## src/rtl/arm_mem_pkg.sv

```systemverilog
// Shared definitions for the single-port SRAM arbiter: state encoding and defaults.
// Latency: n/a (types and constants only).
// Backpressure: n/a.
package arm_mem_pkg;

  localparam int unsigned DEF_WAIT_CYCLES = 4;
  localparam int unsigned DEF_SRAM_AW     = 16;

  typedef enum logic [1:0] {
    ST_IDLE   = 2'd0,
    ST_M_ACC  = 2'd1,
    ST_I_ACC  = 2'd2,
    ST_M_DONE = 2'd3
  } arb_state_t;

endpackage

```

## src/rtl/sram_wait_counter.sv

```systemverilog
// Loadable down-counter timing one SRAM access; o_zero marks the last access cycle.
// Latency: load takes effect on the next edge; o_zero is combinational from the count.
// Backpressure: none; i_load has priority over i_dec, and the count holds at zero.
// Ports: clk/rst (async active-low), i_load/i_load_val, i_dec, o_zero.
module sram_wait_counter #(
  parameter int unsigned CNT_W = 2
) (
  input  logic             clk,
  input  logic             rst,
  input  logic             i_load,
  input  logic [CNT_W-1:0] i_load_val,
  input  logic             i_dec,
  output logic             o_zero
);

  logic [CNT_W-1:0] r_count;

  always_ff @(posedge clk or negedge rst) begin
    if (!rst) begin
      r_count <= '0;
    end else if (i_load) begin
      r_count <= i_load_val;
    end else if (i_dec && (r_count != '0)) begin
      r_count <= r_count - 1'b1;
    end
  end

  assign o_zero = (r_count == '0);

endmodule

```

## src/rtl/mem_port_arbiter.sv

```systemverilog
// Shares one SRAM between instruction fetch and load/store; drives pipeline freezes.
// Latency: MEM access W+1 cycles to mem_ready; IF miss W+1 cycles to if_ready; IF hit 0.
// Backpressure: freeze_all stalls all stages during a MEM op; freeze_if stalls PC/IF-ID on a miss.
// Ports: IF side (if_req/if_addr -> if_rdata/if_ready), MEM side (mem_rd_en/mem_wr_en/
//        mem_addr/mem_wdata -> mem_rdata/mem_ready), freezes, SRAM pins (sram_*).
module mem_port_arbiter
  import arm_mem_pkg::*;
#(
  parameter int unsigned WAIT_CYCLES = DEF_WAIT_CYCLES,
  parameter int unsigned SRAM_AW     = DEF_SRAM_AW
) (
  input  logic               clk,
  input  logic               rst,
  input  logic               if_req,
  input  logic [31:0]        if_addr,
  output logic [31:0]        if_rdata,
  output logic               if_ready,
  input  logic               mem_rd_en,
  input  logic               mem_wr_en,
  input  logic [31:0]        mem_addr,
  input  logic [31:0]        mem_wdata,
  output logic [31:0]        mem_rdata,
  output logic               mem_ready,
  output logic               freeze_all,
  output logic               freeze_if,
  output logic               sram_cs_n,
  output logic               sram_oe_n,
  output logic               sram_we_n,
  output logic [SRAM_AW-1:0] sram_addr,
  output logic [31:0]        sram_wdata,
  input  logic [31:0]        sram_rdata
);

  localparam int unsigned CNT_W = (WAIT_CYCLES > 1) ? $clog2(WAIT_CYCLES) : 1;

  arb_state_t r_state, w_state_nxt;

  logic               r_sram_cs_n, r_sram_oe_n, r_sram_we_n;
  logic [SRAM_AW-1:0] r_sram_addr;
  logic [31:0]        r_sram_wdata;
  logic               r_is_wr;
  logic [31:0]        r_mem_rdata;
  logic [31:0]        r_fetch_addr;
  logic               r_buf_valid;
  logic [31:0]        r_buf_addr;
  logic [31:0]        r_buf_data;

  logic w_mem_req, w_if_ready, w_mem_ready, w_freeze_all;
  logic w_cnt_load, w_cnt_dec, w_cnt_zero;
  logic w_grant_mem, w_grant_if, w_acc_end, w_buf_load;
  logic w_unused_addr;

  // Byte-lane bits and bits above the SRAM word range are not part of the SRAM address.
  assign w_unused_addr = ^{mem_addr[31:SRAM_AW+2], mem_addr[1:0]};

  assign w_mem_req    = mem_rd_en | mem_wr_en;
  assign w_if_ready   = r_buf_valid & (r_buf_addr == if_addr);
  assign w_mem_ready  = (r_state == ST_M_DONE);
  assign w_freeze_all = w_mem_req & ~w_mem_ready;

  sram_wait_counter #(.CNT_W(CNT_W)) u_wait_cnt (
    .clk        (clk),
    .rst        (rst),
    .i_load     (w_cnt_load),
    .i_load_val (CNT_W'(WAIT_CYCLES - 1)),
    .i_dec      (w_cnt_dec),
    .o_zero     (w_cnt_zero)
  );

  always_ff @(posedge clk or negedge rst) begin
    if (!rst) r_state <= ST_IDLE;
    else      r_state <= w_state_nxt;
  end

  // MEM is checked before IF so a load/store always wins arbitration in IDLE.
  always_comb begin
    w_state_nxt = r_state;
    w_cnt_load  = 1'b0;
    w_cnt_dec   = 1'b0;
    w_grant_mem = 1'b0;
    w_grant_if  = 1'b0;
    w_acc_end   = 1'b0;
    w_buf_load  = 1'b0;
    case (r_state)
      ST_IDLE: begin
        if (w_mem_req) begin
          w_state_nxt = ST_M_ACC;
          w_grant_mem = 1'b1;
          w_cnt_load  = 1'b1;
        end else if (if_req && !w_if_ready) begin
          w_state_nxt = ST_I_ACC;
          w_grant_if  = 1'b1;
          w_cnt_load  = 1'b1;
        end
      end
      ST_M_ACC: begin
        if (w_cnt_zero) begin
          w_state_nxt = ST_M_DONE;
          w_acc_end   = 1'b1;
        end else begin
          w_cnt_dec = 1'b1;
        end
      end
      ST_I_ACC: begin
        if (w_cnt_zero) begin
          w_state_nxt = ST_IDLE;
          w_acc_end   = 1'b1;
          w_buf_load  = 1'b1;
        end else begin
          w_cnt_dec = 1'b1;
        end
      end
      ST_M_DONE: w_state_nxt = ST_IDLE;
      default:   w_state_nxt = ST_IDLE;
    endcase
  end

  // SRAM pins are registered at grant and held until the last access cycle, so
  // address, data and strobes stay stable for the whole access.
  always_ff @(posedge clk or negedge rst) begin
    if (!rst) begin
      r_sram_cs_n  <= 1'b1;
      r_sram_oe_n  <= 1'b1;
      r_sram_we_n  <= 1'b1;
      r_sram_addr  <= '0;
      r_sram_wdata <= '0;
      r_is_wr      <= 1'b0;
      r_mem_rdata  <= '0;
      r_fetch_addr <= '0;
    end else if (w_grant_mem) begin
      r_sram_cs_n  <= 1'b0;
      r_sram_oe_n  <= mem_wr_en;
      r_sram_we_n  <= ~mem_wr_en;
      r_sram_addr  <= mem_addr[SRAM_AW+1:2];
      r_sram_wdata <= mem_wdata;
      r_is_wr      <= mem_wr_en;
    end else if (w_grant_if) begin
      r_sram_cs_n  <= 1'b0;
      r_sram_oe_n  <= 1'b0;
      r_sram_we_n  <= 1'b1;
      r_sram_addr  <= if_addr[SRAM_AW+1:2];
      r_fetch_addr <= if_addr;
    end else if (w_acc_end) begin
      r_sram_cs_n <= 1'b1;
      r_sram_oe_n <= 1'b1;
      r_sram_we_n <= 1'b1;
      if ((r_state == ST_M_ACC) && !r_is_wr) r_mem_rdata <= sram_rdata;
    end
  end

  // Fetch buffer: tagged with the address the fetch was issued for, so a redirect
  // during the fetch simply misses and triggers a refetch. A fill wins over a clear.
  always_ff @(posedge clk or negedge rst) begin
    if (!rst) begin
      r_buf_valid <= 1'b0;
      r_buf_addr  <= '0;
      r_buf_data  <= '0;
    end else if (w_buf_load) begin
      r_buf_valid <= 1'b1;
      r_buf_addr  <= r_fetch_addr;
      r_buf_data  <= sram_rdata;
    end else if (if_req && w_if_ready && !w_freeze_all) begin
      r_buf_valid <= 1'b0;
    end
  end

  assign if_ready   = w_if_ready;
  assign if_rdata   = r_buf_data;
  assign mem_rdata  = r_mem_rdata;
  assign mem_ready  = w_mem_ready;
  assign freeze_all = w_freeze_all;
  assign freeze_if  = w_freeze_all | (if_req & ~w_if_ready);
  assign sram_cs_n  = r_sram_cs_n;
  assign sram_oe_n  = r_sram_oe_n;
  assign sram_we_n  = r_sram_we_n;
  assign sram_addr  = r_sram_addr;
  assign sram_wdata = r_sram_wdata;

endmodule

```

## config.mk

```make
export PLATFORM = sky130hd
export DESIGN_NAME = mem_port_arbiter
export DESIGN_NICKNAME = d
export VERILOG_FILES = /design/src/rtl/arm_mem_pkg.sv /design/src/rtl/sram_wait_counter.sv /design/src/rtl/mem_port_arbiter.sv
export SDC_FILE = /design/constraint.sdc
export NUM_CORES = 1
export LEC_CHECK = 0
export ABC_CLOCK_PERIOD_IN_PS = 3200
export CAP_MARGIN = 25
export CORE_UTILIZATION = 45
export CTS_CLUSTER_SIZE = 24
export DETAILED_ROUTE_END_ITERATION = 6
export PLACE_DENSITY = 0.89
export SETUP_SLACK_MARGIN = 0.5
export SYNTH_ARGS = -nofsm -noshare
export SYNTH_HDL_FRONTEND = slang
export SYNTH_SLANG_ARGS = --single-unit
export TNS_END_PERCENT = 20
```

## constraint.sdc

```tcl
create_clock -name clk -period 3.2 [get_ports clk]
set_input_delay 0.32 -clock clk [delete_from_list [all_inputs] [get_ports clk]]
set_output_delay 0.32 -clock clk [all_outputs]
set_load 0.01 [all_outputs]
```

---- After elaboration in Yosys (flattened, before gate mapping) ----
Index checks and enable logic that the tools add are counted.
cells by class
  reduce and logical (&&, ||, !) cells .... 19
  bitwise operators ....................... 10
  equal/unequal tests ..................... 7
  add/sub/neg operators ................... 1
  mux-type cells .......................... 29
operator list
  kind                 count
  $eq 32x32->1         1
  $mux 16              2
  $mux 1               20
  $mux 2               6
  $pmux 2 s4           1
  $reduce_bool 2->1    4
  $logic_and 1x1->1    5
  $not 1->1            5
  $eq 2x2->1 const B   2
  $logic_not 2->1      2
  $ne 2x1->1 const B   2
  $reduce_and 4->1     1
  $and 1x1->1          3
  $logic_not 1->1      3
  $ne 3x3->1 const B   1
  $reduce_and 3->1     1
  $reduce_bool 3->1    1
  $eq 2x1->1 const B   1
  $or 1x1->1           2
  $reduce_and 2->1     1
  $reduce_or 2->1      1
  $sub 2x1->2 const B  1
word-level totals
  logic and storage cells ................. 79
  register bits after elaboration ......... 185
  input bits .............................. 133
  output and inout bits ................... 119

---- Longest topological paths before layout ----
  depth after elaboration ................. 9
  gate-level depth with buffers ........... 8
  depth with buffers taken out ............ 6

---- Hierarchy ----
A second synthesis with hierarchy kept.
second synthesis, totals
  cells, all modules ...................... 510
  area total of the unflattened synthesis .. 7632.3 um^2
by module, submodules not included
  module             times used  cells each  area an instance (um^2)  sequential area each (um^2)
  mem_port_arbiter   1           497         7500.9                   4583.1
  sram_wait_counter  1           13          131.4                    50.0

---- Worst setup path before layout ----
OpenSTA, ideal clock, no wires.
  path type ............................... flip-flop to flip-flop
  start ................................... register r_buf_addr[28]
  end ..................................... register r_mem_rdata[10] (netlist: mem_rdata[10])
  library setup time ...................... 0.125 ns
  data arrival time ....................... 2.490 ns
  cell stages (with the launch flop) ...... 9
  path slack .............................. 0.586 ns
  path buffers ............................ 2
  period minus slack after synthesis ...... 2.614 ns
  required time ........................... 3.075 ns
  cell sequence ........................... dfrtp_1 -> xnor2_1 -> nand4_1 -> or4_4 -> or4_4 -> buf_6 -> o21ai_4 -> buf_6 -> mux2_2
on the way
  cells in the longest elaborated chain, start to end .. 9
ends and longest elaborated chain
  element                            RTL line                 source
  from (decl)                        mem_port_arbiter.sv:45   logic [31:0] r_buf_addr;
  from (signal assigned)             mem_port_arbiter.sv:160  r_buf_addr <= r_fetch_addr;
  $eq 32x32->1                       mem_port_arbiter.sv:57   assign w_if_ready = r_buf_valid & (r_buf_addr == if_addr);
  $and 1x1->1                        mem_port_arbiter.sv:57
  $logic_not 1->1                    mem_port_arbiter.sv:90   end else if (if_req && !w_if_ready) begin
  $logic_and 1x1->1                  mem_port_arbiter.sv:90
  $mux 1                             mem_port_arbiter.sv:90
  $mux 1                             mem_port_arbiter.sv:86   if (w_mem_req) begin
  $mux 1                             mem_port_arbiter.sv:84   case (r_state)
  $not 1->1 (no source line)         --
  $reduce_and 4->1 (no source line)  --
  to (signal assigned)               mem_port_arbiter.sv:147  if ((r_state == ST_M_ACC) && !r_is_wr) r_mem_rdata <= sram_rdata;
  to (decl)                          mem_port_arbiter.sv:42   logic [31:0] r_mem_rdata;
Every way passes these cells.
A chain may end at the register's enable or synchronous reset.

---- Worst setup path after layout ----
  start ................................... register r_buf_addr[27]
  end ..................................... register r_mem_rdata[24] (netlist: mem_rdata[24])
Same word-level chain as after synthesis.

==> metrics.log <==
[metrics] via/cell ratio: 5.276
[metrics] x dimension of the die: 133.8 µm
[metrics] area growth from synthesis to layout: 44.30%
[metrics] # port buffers: 235
[metrics] sequential cell area fraction in the yosys report: 0.5930
[metrics] element type at the critical path start: flip-flop
[metrics] arrival time reported for the critical path endpoint: 3.23 ns
[metrics] number of remaining DRC errors: 0
[metrics] run status: finished, final reports clean
[metrics] post-route fraction of the period consumed by the critical path: 0.9126
[metrics] count of pins on the block boundary: 252
[metrics] sum of negative setup slack: 0 ns
[metrics] DRC violation total after the first TritonRoute iteration: 250
[metrics] first-pass GRT wire length: a little over 30000 µm
[metrics] Post-Synthesis Mean Instance Area: 13.33 µm²
[metrics] most instantiated flip-flop cell in the synthesis netlist: sky130_fd_sc_hd__dfrtp_1
[metrics] highest attainable clock frequency: 342.4 MHz
[metrics] VDD IR max: 475.1 µV
[metrics] total nets after synthesis: 724
[metrics] post-synthesis cell type count: 31
[metrics] initial antenna violation count: 0
[metrics] effective utilization at floorplan: 0.4661
[metrics] number of global-route vias before repair: 5931
[metrics] share of cells above drive strength 1: 0.2739
[metrics] data required time of the worst path: between 3 and 4 ns
[metrics] standard cell with the maximum stage delay on the critical path: sky130_fd_sc_hd__or4_4
[metrics] sort of element at the end of the critical path: flip-flop
[metrics] proportion of synthesized flip-flops having asynchronous set or reset: 1.000
[metrics] worst setup margin: roughly 0.28 ns
[metrics] number of buffers on the longest clock path: 2
[metrics] count of final max-slew check failures: 0
[metrics] leading post-synthesis cells by instance count: sky130_fd_sc_hd__dfrtp_1 (182), sky130_fd_sc_hd__mux2_2 (155), sky130_fd_sc_hd__o21ai_0 (39), sky130_fd_sc_hd__nor2_1 (37), sky130_fd_sc_hd__clkbuf_1 (24)
[metrics] placement-stage worst setup slack: -0.08477 ns
[metrics] Core ar.: roughly 17000 µm²
[metrics] WHS: between 0.3 and 0.4 ns
[metrics] cell count after placement: 1029
[metrics] static power due to leakage: around 4.9 nW
[metrics] most frequent CP cell: sky130_fd_sc_hd__or4_4
[metrics] placed wire-length estimate: 13470 µm
[metrics] most frequent cell after synthesis: sky130_fd_sc_hd__dfrtp_1
[metrics] maximum number of pins on one net before global-route repair: 83
[metrics] vias after detailed routing: around 5600
[metrics] CTS tree: built
[metrics] Final Wtd Congestion: 0.7851
[metrics] Antenna Violating Nets Remaining: 0
[metrics] WL/cell: roughly 18 µm
[metrics] power density over cell area: 909.5 nW/µm²
[metrics] setup clock skew after layout: between 0.01 and 0.015 ns
[metrics] Critical path buffers and inverters: 2
[metrics] cell type with the largest total area after synthesis: sky130_fd_sc_hd__dfrtp_1
[metrics] sequence of cells on the critical path: xnor2_2 -> nand4_1 -> or4_4 -> buf_6 -> or4_4 -> o21ai_4 -> clkbuf_16 -> mux2_4
[metrics] clock sink count: 185
[metrics] # Max-Cap Violations: 0
[metrics] startpoint-to-endpoint class of the critical path: flip-flop to flip-flop
[metrics] # fillers: 1194
[metrics] Setup violations, final: 0
[metrics] kind of cell adding the most delay to the critical path: simple AND/OR/NAND/NOR gates
[metrics] Root Buffer: sky130_fd_sc_hd__clkbuf_16
[metrics] EDFF count, synth: 0
[metrics] Synth warnings: 0
[metrics] Post-Syn Area: between 7000 and 8000 µm²
[metrics] class of the tightest hold or removal check: input pin to flip-flop
[metrics] number of nets in the final layout: just under 1000
[metrics] H-tree levels: 4
[metrics] relative max-transition margin: 0.5579
[metrics] wire length reported by the detailed router: 19610 µm
[metrics] leading post-synthesis cells by cell area: sky130_fd_sc_hd__dfrtp_1 (58%), sky130_fd_sc_hd__mux2_2 (22%), sky130_fd_sc_hd__o21ai_0 (2.5%)
[metrics] placement row count: 47
[metrics] Vert. Die Dim: 133.8 µm
[metrics] slowest stage delay, CP: 0.58 ns
[metrics] post-layout instance count excluding filler cells: 1067
[metrics] fin crit period: 2.920 ns
[metrics] number of clock buffers inserted by TritonCTS: 17
[metrics] GRT Resource Usage Total: 0.2215
[metrics] clock-pin slew on the worst setup and hold paths: 0.08 ns
[metrics] unrepaired setup endpoints after global routing: true
[metrics] peak fanout along the critical path: 8
[metrics] transition time at the pin with the least slew margin: 0.6632 ns
[metrics] area fraction of the dominant cell type after synthesis: 0.5830
[metrics] total power: 10.25 mW
[metrics] Die ar.: roughly 18000 µm²
[metrics] Syn Inst Count: 586
[metrics] remaining global-route overflow: 0
[metrics] Seq cells post-synth: 185
[metrics] final number of hold-violating endpoints: 0
[metrics] insertion delay of the later-clocked pin in the worst-skew pair: 0.43 ns
[metrics] router iterations before antenna repair: 4
[metrics] number of diodes: 0
## routing by layer
layer / global-route usage / vias up / part of all wire
met5: 0 / - / 0
met3: 0.06659 / 42 / 0.067
met4: 0.09659 / 0 / 0.029
met1: 0.2656 / 2795 / 0.40
met2: 0.3685 / 213 / 0.50
li1: - / 2580 / -
## worst paths after layout
kind / startpoint / end / slack [ns] / depth (start not counted)
max: r_buf_addr[27]$_DFFE_PN0P_ / mem_rdata[24]$_DFFE_PN0P_ / 0.28 / 8
min: if_addr[2] / r_fetch_addr[2]$_DFFE_PN0P_ / 0.39 / 2
max reg2reg: r_buf_addr[27]$_DFFE_PN0P_ / mem_rdata[24]$_DFFE_PN0P_ / 0.28 / 8
min reg2reg: mem_rdata[25]$_DFFE_PN0P_ / mem_rdata[25]$_DFFE_PN0P_ / 0.49 / 1
max in group asynchronous: rst / sram_wdata[1]$_DFFE_PN0P_ / 1.78 / 3
min in group asynchronous: rst / sram_wdata[23]$_DFFE_PN0P_ / 0.47 / 2
## stage by stage
stage / utilization / area (µm²)
2_1_floorplan: - / 7812
3_3_place_gp: 0.6262 / 10500
3_5_place_dp: 0.6262 / 10500
4_1_cts: 0.6628 / 11110
5_1_grt: 0.6726 / 11270
6_report: 0.6726 / 11270
## worst register-to-register path: stages (launching register included)
cell	delay [ns]
sky130_fd_sc_hd__dfrtp_1	0.41
sky130_fd_sc_hd__xnor2_2	0.21
sky130_fd_sc_hd__nand4_1	0.12
sky130_fd_sc_hd__or4_4	0.58
sky130_fd_sc_hd__buf_6	0.14
sky130_fd_sc_hd__or4_4	0.46
sky130_fd_sc_hd__o21ai_4	0.33
sky130_fd_sc_hd__clkbuf_16	0.25
sky130_fd_sc_hd__mux2_4	0.31
## cells in the final DEF, fill, tap and decap left out, types with 19 or more instances in the layout
master | netlist | final
sky130_fd_sc_hd__a21oi_1 | 19 | 19
sky130_fd_sc_hd__mux2_4 | 0 | 22
sky130_fd_sc_hd__clkbuf_16 | 0 | 19
sky130_fd_sc_hd__mux2_2 | 155 | 136
sky130_fd_sc_hd__o21ai_0 | 39 | 39
sky130_fd_sc_hd__dfrtp_1 | 182 | 182
sky130_fd_sc_hd__nor2_1 | 37 | 35
sky130_fd_sc_hd__clkdlybuf4s50_1 | 0 | 231
## kinds of logic (layout without fill, tap and decap cells)
| family | after synthesis | after routing | synth area share |
|---|---|---|---|
| compound gates | 82 | 82 | 0.05958 |
| xor+xnor | 33 | 33 | 0.03699 |
| fa+ha+maj | 5 | 5 | 0.008008 |
| buf+inv | 36 | 297 | 0.02114 |
| flops | 185 | 185 | 0.5931 |
| mux | 160 | 160 | 0.2306 |
| simple gates | 85 | 85 | 0.05061 |
## power breakdown
group	internal [mW]	switching, mW
Clock	1.05	0.975
Combinational	2.53	1.67
Sequential	3.41	0.625
## area by class of cell
| cell class | count | area [µm²] | area share |
|---|---|---|---|
| inverters | 5 | 18.77 | 0.001665 |
| well taps | 220 | 275.3 | 0.02442 |
| flip-flops and latches | 185 | 4633 | 0.4110 |
| clock inverters | 14 | 131.4 | 0.01165 |
| repair buffers | 260 | 2631 | 0.2334 |
| multi-input cells | 365 | 3144 | 0.2789 |
| clock buffers | 18 | 439.2 | 0.03896 |
## flip-flops by register name (all words and copies together) (netlist names)
signal,count
if_rdata,32
mem_rdata,32
r_buf_addr,32
r_buf_valid,1
r_fetch_addr,32
r_is_wr,1
r_state,2
sram_addr,16
sram_cs_n,1
sram_oe_n,1
sram_wdata,32
sram_we_n,1
u_wait_cnt.r_count,2
## what timing repair did
item | in CTS | in global routing
pin swaps | 6 | 7
hold endpoints to repair | 68 | 0
buffers inserted | 1 | 1
endpoints found under the setup margin | 34 | 38
hold buffers | 1 | 0
resized for setup | 13 | 27
cloned | 0 | 3
Note: power is estimated with default switching activity, not from simulation.
